==> src/rtl/jt63701_rom_arb.sv <==
// Two-requester arbiter sharing one ROM/SDRAM read port, with a one-entry
// fetch cache per requester so repeated reads of an address stay local.
module jt63701_rom_arb #(
  parameter int AW = 14,
  parameter int RR = 1
)(
  input  logic          clk,
  input  logic          rst,
  input  logic          flush,
  input  logic          m0_cs,
  input  logic [AW-1:0] m0_addr,
  output logic [7:0]    m0_data,
  output logic          m0_ok,
  input  logic          m1_cs,
  input  logic [AW-1:0] m1_addr,
  output logic [7:0]    m1_data,
  output logic          m1_ok,
  output logic          rom_cs,
  output logic [AW-1:0] rom_addr,
  input  logic [7:0]    rom_data,
  input  logic          rom_ok,
  output logic          gnt,
  output logic          busy
);

  typedef enum logic [1:0] {
    IDLE    = 2'd0,
    SETTLE  = 2'd1,
    WAIT_OK = 2'd2
  } state_t;

  state_t        state, state_nx;
  logic [1:0]    valid;
  logic [AW-1:0] c_addr [2];
  logic [7:0]    c_data [2];
  logic [AW-1:0] lat_addr;
  logic          stale;
  logic          hit0, hit1, req0, req1;
  logic          grant_en, winner, fill_en;

  assign hit0    = valid[0] && (c_addr[0] == m0_addr);
  assign hit1    = valid[1] && (c_addr[1] == m1_addr);
  assign req0    = m0_cs && !hit0;
  assign req1    = m1_cs && !hit1;
  assign m0_ok   = m0_cs && hit0;
  assign m1_ok   = m1_cs && hit1;
  assign m0_data = c_data[0];
  assign m1_data = c_data[1];

  always_ff @(posedge clk or posedge rst) begin
    // NOTE: sequential state always uses non-blocking assignments so every
    // flop samples pre-edge values regardless of block ordering.
    if (rst) state <= IDLE;
    else     state <= state_nx;
  end

  always_comb begin
    // NOTE: every output of this block gets a default first, so no path
    // through the case leaves a variable unassigned and no latch is inferred.
    state_nx = state;
    grant_en = 1'b0;
    winner   = 1'b0;
    fill_en  = 1'b0;
    case (state)
      IDLE: begin
        if (req0 || req1) begin
          grant_en = 1'b1;
          if (req0 && req1) winner = (RR != 0) ? ~gnt : 1'b0;
          else              winner = req1;
          state_nx = SETTLE;
        end
      end
      // rom_ok is deliberately ignored here: it may still belong to the last access
      SETTLE:  state_nx = WAIT_OK;
      WAIT_OK: begin
        if (rom_ok) begin
          fill_en  = 1'b1;
          state_nx = IDLE;
        end
      end
      default: state_nx = IDLE;
    endcase
  end

  always_ff @(posedge clk or posedge rst) begin
    if (rst) begin
      rom_cs    <= 1'b0;
      rom_addr  <= '0;
      lat_addr  <= '0;
      busy      <= 1'b0;
      gnt       <= 1'b1;
      stale     <= 1'b0;
      valid     <= '0;
      // NOTE: the two cache entries are plain registers, not RAM, so they are
      // reset along with the rest of the state.
      c_addr[0] <= '0;
      c_addr[1] <= '0;
      c_data[0] <= '0;
      c_data[1] <= '0;
    end else begin
      if (grant_en) begin
        gnt      <= winner;
        rom_addr <= winner ? m1_addr : m0_addr;
        lat_addr <= winner ? m1_addr : m0_addr;
        rom_cs   <= 1'b1;
        busy     <= 1'b1;
        stale    <= 1'b0;
      end else if (flush && state != IDLE) begin
        stale <= 1'b1;
      end
      if (fill_en) begin
        valid[gnt]  <= !(stale || flush);
        c_addr[gnt] <= lat_addr;
        c_data[gnt] <= rom_data;
        rom_cs      <= 1'b0;
        busy        <= 1'b0;
      end
      // flush overrides any fill written at the same edge
      if (flush) valid <= '0;
    end
  end

endmodule

==> config.mk <==
export PLATFORM = sky130hd
export DESIGN_NAME = jt63701_rom_arb
export DESIGN_NICKNAME = d
export VERILOG_FILES = /design/src/rtl/jt63701_rom_arb.sv
export SDC_FILE = /design/constraint.sdc
export NUM_CORES = 1
export LEC_CHECK = 0
export ABC_AREA = 1
export ABC_CLOCK_PERIOD_IN_PS = 2410
export CAP_MARGIN = 40
export CORE_ASPECT_RATIO = 0.8
export CORE_MARGIN = 8
export CORE_UTILIZATION = 40
export DETAILED_ROUTE_END_ITERATION = 10
export GPL_ROUTABILITY_DRIVEN = 0
export PLACE_DENSITY = 0.69
export SLEW_MARGIN = 20
export SYNTH_ARGS = -nofsm -noshare
export SYNTH_HDL_FRONTEND = slang
export SYNTH_SLANG_ARGS = --single-unit
==> constraint.sdc <==
create_clock -name clk -period 2.41 [get_ports clk]
set_input_delay 0.482 -clock clk [delete_from_list [all_inputs] [get_ports clk]]
set_output_delay 0.482 -clock clk [all_outputs]
set_load 0.01 [all_outputs]
==> out/qor.log, run 1 <==
[clock_network] hold buffers post-CTS 0
[clock_network] post-CTS setup buffers 0
[grt] maximum number of pins on one net before global-route repair 50
[placed_design] Detail Placement HPWL 6350 um
[grt] sum of overflow across all layers after global routing 0
[timing] endpoints failing setup 0
[yosys] number of library cell types mapped by synthesis 28
[worst_hold_path] kind of path behind the tightest hold check input port to async pin
[critical_path] CP top delay family buffers and inverters
[timing] setup TNS 0 ns
[status] run status finished, final reports clean
[critical_path] critical path data arrival time 1.82 ns
[layout] post-route cell area 0.00457 mm2
[route] via count of the routed design 3003
[grt] number of antenna violations at the first check in global routing 0
[route] average detailed-routed wire length per instance 13.4 um
[yosys] synthesized instance count 449
[grt] number of global-route vias before repair 3120
[yosys] synthesized netlist net count 491
[clock_network] deepest level of the CTS H-tree 3
[yosys] proportion of synthesized chip area in sequential cells 0.487
[critical_path] Worst Path Buf+Inv 3
[critical_path] Critical Path Sink Type output pin
[timing] max-slew headroom at the worst pin 0.697
[clock_network] TritonCTS clock tree done
[yosys] synthesized-area fraction occupied by ao, oa, aoi and oai cells 0.0798
[pwr] total chip power 5.13 mW
[grt] All-Layer GR Usage 0.162
[timing] Final Max Tran Viols 0
[clock_network] clock insertion delay at the later pin of the skew report 0.34 ns
[layout] share of the core filled with cells in the final layout 0.570
[timing] maximum clock skew at final layout 0.0104 ns
[clock_network] TritonCTS Sinks 65
[placed_design] Area after DPL 0.00438 mm2
[critical_path] required time worst endpoint 1.93 ns
[die] FP Rows 29
[yosys] number of enable-type register cells in the synthesized netlist 0
[yosys] Adder-Cell Fraction of Synth Area 0
[yosys] mux share of post-synthesis cell area 0
[clock_network] clock root cell clkbuf_8
[critical_path] library cell contributing the largest single delay on the critical path clkdlybuf4s50_1
[yosys] count of synthesis-stage warnings from yosys 0
[critical_path] category of the critical setup timing path input port to output pin
[timing] final hold viol count 0
[route] DRC violation total after the first TritonRoute iteration 175
[layout] antenna fix cells 0
[clock_network] Num CTS Buffers 9
[layout] layout cells sized above 1 0.132
[critical_path] startpoint types input port
[pwr] PD cells 1120 mW/mm2
[critical_path] maximum single-stage delay on the critical path 0.51 ns
[timing] slew at the pin closest to its max-slew limit 0.454 ns
[route] remaining antenna violation count after routing 0
[layout] Area growth, synth to finish 36.9%
[critical_path] critical-path maximum fanout 2
[yosys] FF+latch count, synth 65
[grt] first-pass GRT wire length 15200 um
[die] IO Count 77
[clock_network] number of buffers on the longest clock path 2
[yosys] mean instance size in the synthesized netlist 7.44 um2
[die] area inside the core boundary 0.00802 mm2
[timing] slack of the critical path 0.112 ns
[die] initial cell density of the core 0.417
[yosys] fraction of synthesized cell area taken by the top area cell type 0.479
[yosys] Primary FF master, synth dfrtp_1
[route] number of detailed-routing iterations run before antenna repair 5
[yosys] share of async-settable or async-resettable flops after synthesis 1.00
[yosys] combinational family with the most area after synthesis simple AND/OR/NAND/NOR gates
[die] area of the die 0.0116 mm2
[yosys] ranking of synthesized cells by area dfrtp_1, nand2_1, inv_1, o21ai_0, nand3_1
[timing] unrepaired setup endpoints after global routing no
[timing] post-route fraction of the period consumed by the critical path 0.954
[yosys] basic-gate share of the synthesized area counting and, or, nand and nor cells 0.303
[die] die span in y 97.7 um
[run] max_cap viols 0
[route] Residual DRC 0
[pwr] Leak 2.38 nW
[yosys] area of the mapped netlist 0.00334 mm2
[clock_network] post-CTS sizing 3
[route] number of vias per cell after detailed routing 4.53
[layout] number of nets at the end of the flow 592
[placed_design] pre-CTS setup slack -0.278 ns
[clock_network] clock slew seen by the registers of the worst setup and hold paths 0.07 ns
[yosys] leading area contributor after synthesis dfrtp_1
[pwr] VDD IR-drop max 0.000574 V
[die] Die Wd 118 um
[yosys] synthesized-area fraction occupied by xor and xnor cells 0.00524
[timing] maximum clock frequency 0.435 GHz
[route] Routed Wire Length 8890 um
[timing] fin crit period 2.30 ns
[critical_path] most prevalent standard cell on the critical path nand2_1
[critical_path] cell breakdown of the critical path clkdlybuf4s50_1, inv_1, nand2_1, nand2_1, nor2_1, nand2_1, nor2_4, and3_1, clkbuf_2
[placed_design] port buffer count 76
-- metrics by stage --
step                cells  hold WS (ns)
finish                663         0.427
global route          663         0.452
CTS                   663         0.430
detailed placement    647         0.472
global placement      647         0.467
floorplan             449         0.473
-- worst register-to-register path: stages (launching register included) --
cell	delay, ns
dfrtp_1	0.39
xnor2_1	0.16
nand3_1	0.12
nor2_1	0.18
nand2_2	0.09
buf_4	0.15
nand3_4	0.19
nand2_4	0.20
nand2_1	0.11
nand3_1	0.08
nand2_1	0.07
-- kinds of logic after synthesis --
logic type,after synthesis
xor gates and xnor gates,2
DFF,65
and+or+nand+nor,234
buffers and inverters,98
AOI/OAI and AO/OA,50
-- layout by cell type (no fill, tap or decap), types with 2 or more instances in the layout --
cell and n:
nor2_1 19, dfrtp_1 64, buf_4 26, bufinv_16 2, nand2_2 10, o21ai_0 39, nor2_2 3, o21ai_1 8
clkbuf_2 2, clkinv_2 2, inv_2 6, xnor2_1 2, buf_12 2, nand2_1 163, clkbuf_1 3, inv_1 76
clkbuf_8 9, nand3_1 32, clkdlybuf4s50_1 74
-- path summary, 6_finish.rpt --
path / startpoint / to / slack, ns / cells past startpoint
max in group asynchronous: rst / gnt$_DFFE_PP1P_ / 1.34 / 3
min in group clk: m1_data[7]$_DFFE_PP0P_ / m1_data[7]$_DFFE_PP0P_ / 0.49 / 2
hold reg to reg: m1_data[7]$_DFFE_PP0P_ / m1_data[7]$_DFFE_PP0P_ / 0.49 / 2
hold / removal: rst / m0_data[4]$_DFFE_PP0P_ / 0.43 / 2
setup / recovery: m1_addr[13] / m1_ok / 0.11 / 9
setup reg to reg: c_addr[20]$_DFFE_PP0P_ / lat_addr[1]$_DFFE_PP0P_ / 0.63 / 10
-- Yosys cell counts (2+ instances only) --
master    count
dfrtp_1      64
inv_1        77
nand2_1     163
nor2_2        3
buf_6         2
nand3_1      32
clkbuf_1      8
o21ai_0      39
o21ai_1       8
inv_2         5
buf_4         3
nand2_2      10
nor2_1       19
xnor2_1       2
-- layout make-up --
cell class / count / area, um2
Clock buffer: 12 / 135
Fill cell: 743 / 3450
Multi-Input combinational cell: 286 / 1290
Clock inverter: 4 / 70.1
Tap cell: 108 / 135
Inverter: 84 / 323
Sequential cell: 65 / 1630
Timing Repair Buffer: 104 / 986
-- registers in the layout (all words and copies together), names as in the netlist --
| signal | cells |
|---|---|
| c_addr | 28 |
| lat_addr | 14 |
| m0_data | 8 |
| m1_data | 8 |
| state | 2 |
| valid | 2 |
| busy | 1 |
| gnt | 1 |
| stale | 1 |
-- routing by layer --
layer	vias to the layer above	track usage	part of all wire
li1	1554	-	-
met1	1328	0.200	0.46
met2	106	0.256	0.44
met3	15	0.0593	0.086
met4	0	0.0530	0.017
met5	-	0	0
-- report_power, final --
group / switching, mW / internal [mW] / leakage [nW]
logic: 1.17 / 1.03 / 1.46
clock network: 0.415 / 0.581 / 0.104
registers: 0.359 / 1.58 / 0.815
total: 1.95 / 3.19 / 2.38
(Power assumes the default switching activity.)
==> run 2, diff against run 1 <==
Settings changed: CTS_BUF_LIST from default to sky130_fd_sc_hd__clkbuf_4.
==> out/qor.log, run 2 (synthesis results as in run 1) <==
[layout] antenna fix cells 0 [unchanged]
[pwr] Leak 2.36 nW [-0.55%]
[run] max_cap viols 0 [unchanged]
[route] number of detailed-routing iterations run before antenna repair 4 [-1]
[critical_path] critical-path maximum fanout 2 [unchanged]
[layout] layout cells sized above 1 0.137 [+0.00541]
[grt] maximum number of pins on one net before global-route repair 50 [unchanged]
[grt] number of global-route vias before repair 3082 [-1.2%]
[route] via count of the routed design 3000 [-0.10%]
[critical_path] Critical Path Sink Type output pin
[status] run status finished, final reports clean
[placed_design] Detail Placement HPWL 6350 um [unchanged]
[timing] slack of the critical path 0.111 ns [-0.000244 ns]
[route] Residual DRC 0 [unchanged]
[layout] Final Non-Filler Cells 663 [unchanged]
[die] die span in y 97.7 um [unchanged]
[die] Die Wd 118 um [unchanged]
[layout] commonest cells after routing, fill and taps aside nand2_1, inv_1, clkdlybuf4s50_1
[clock_network] Num CTS Buffers 9 [unchanged]
[critical_path] required time worst endpoint 1.93 ns [about the same]
[timing] maximum clock frequency 0.435 GHz [about the same]
[timing] endpoints failing setup 0 [unchanged]
[layout] Regs by FF count c_addr: 28 flops, lat_addr: 14 flops
[worst_hold_path] kind of path behind the tightest hold check input port to async pin
[timing] final hold viol count 0 [unchanged]
[clock_network] TritonCTS clock tree done
[timing] Final Max Tran Viols 0 [unchanged]
[pwr] VDD IR-drop max 0.000602 V [+4.8%]
[critical_path] startpoint types input port
[layout] register with the most flip-flops c_addr
[timing] unrepaired setup endpoints after global routing no
[clock_network] clock slew seen by the registers of the worst setup and hold paths 0.11 ns [+0.04 ns]
[clock_network] deepest level of the CTS H-tree 3 [unchanged]
[grt] sum of overflow across all layers after global routing 0 [unchanged]
[critical_path] category of the critical setup timing path input port to output pin
[timing] max-slew headroom at the worst pin 0.698 [about the same]
[grt] number of antenna violations at the first check in global routing 0 [unchanged]
[pwr] PD cells 1100 mW/mm2 [-1.9%]
[die] FP Rows 29 [unchanged]
[critical_path] critical path data arrival time 1.82 ns [about the same]
[route] DRC violation total after the first TritonRoute iteration 202 [+15%]
[timing] post-route fraction of the period consumed by the critical path 0.954 [about the same]
[route] Routed Wire Length 8920 um [+0.39%]
[route] average detailed-routed wire length per instance 13.5 um [+0.39%]
[placed_design] port buffer count 76 [unchanged]
[timing] slew at the pin closest to its max-slew limit 0.454 ns [-0.000637 ns]
[layout] number of nets at the end of the flow 592 [unchanged]
[clock_network] number of buffers on the longest clock path 2 [unchanged]
[route] remaining antenna violation count after routing 0 [unchanged]
[die] initial cell density of the core 0.417 [unchanged]
[layout] most common cell after layout, fill and taps aside nand2_1
[clock_network] hold buffers post-CTS 0 [unchanged]
[timing] fin crit period 2.30 ns [+0.000244 ns]
[layout] number of flip-flops in the largest register 28 [unchanged]
[route] number of vias per cell after detailed routing 4.52 [about the same]
[clock_network] clock insertion delay at the later pin of the skew report 0.41 ns [+0.07 ns]
[clock_network] clock root cell clkbuf_4
[timing] maximum clock skew at final layout 0.0171 ns [+0.00669 ns]
[layout] Area growth, synth to finish 35.5%
[grt] first-pass GRT wire length 15200 um [-0.14%]
[placed_design] cell total after placement 647 [unchanged]
[grt] All-Layer GR Usage 0.162 [+0.000615]
[clock_network] TritonCTS Sinks 65 [unchanged]
[die] area inside the core boundary 0.00802 mm2 [unchanged]
[die] area of the die 0.0116 mm2 [unchanged]
[placed_design] pre-CTS setup slack -0.278 ns [unchanged]
[die] IO Count 77 [unchanged]
-- run 2: cell counts in the layout (fill, tap and decap cells not counted) --
No cell type changed its count.
-- run 2: critical path, stage by stage --
cell             delay (ns)
clkdlybuf4s50_1        0.51
inv_1                  0.07
nand2_1                0.06
nand2_1                0.05
nor2_1                 0.11
nand2_1                0.10
nor2_4                 0.11
and3_1                 0.18
clkbuf_2               0.14
-- run 2: report_power, final --
part	total, mW	switching (mW)	leakage, nW	internal (mW)
Combinational	2.20	1.17	1.46	1.03
Sequential	1.94	0.361	0.815	1.57
Clock	0.851	0.398	0.0913	0.454
Total	4.99	1.93	2.36	3.05
-- run 2: layout make-up --
cell class | count | area (um2)
Inverter | 84 | 323
Clock buffer | 12 | 90.1
Timing Repair Buffer | 104 | 986
Multi-Input combinational cell | 286 | 1290
Clock inverter | 4 | 70.1
Fill cell | 750 | 3490
Tap cell | 108 | 135
Sequential cell | 65 | 1630
-- run 2: path summary, 6_finish.rpt --
kind | startpoint | endpoint | slack (ns) | cells past startpoint
max | m1_addr[13] | m1_ok | 0.11 | 9
min | rst | m0_data[4]$_DFFE_PP0P_ | 0.34 | 2
max reg2reg | c_addr[20]$_DFFE_PP0P_ | lat_addr[12]$_DFFE_PP0P_ | 0.61 | 10
min reg2reg | m1_data[7]$_DFFE_PP0P_ | m1_data[7]$_DFFE_PP0P_ | 0.49 | 2
max in group asynchronous | rst | gnt$_DFFE_PP1P_ | 1.43 | 3
min in group clk | m1_data[7]$_DFFE_PP0P_ | m1_data[7]$_DFFE_PP0P_ | 0.49 | 2
-- run 2: stage by stage --
step / setup TNS (ns) / hold slack (ns) / area, um2 / utilization / total power [mW]
after global placement: -0.499 / 0.467 / 4380 / 0.546 / 4.12
final: 0 / 0.344 / 4530 / 0.565 / 4.99
after global routing: 0 / 0.353 / 4530 / 0.565 / 5.41
after floorplan: 0 / 0.473 / 3340 / - / 3.19
after detailed placement: -0.518 / 0.472 / 4380 / 0.546 / 4.17
after CTS: 0 / 0.335 / 4540 / 0.566 / 5.04
-- run 2: timing repair --
item                                    4_1_cts  5_1_grt
endpoints found under the setup margin        2        2
gates cloned                                  0        0
setup buffers                                 0        0
gates resized for setup                       3        3
-- run 2: per-layer routing --
layer	global-route usage	vias up	routed length [um]
met5	0	-	0
met4	0.0521	0	141
met3	0.0621	13	817
met2	0.254	115	3940
met1	0.202	1319	4020
li1	-	1553	-
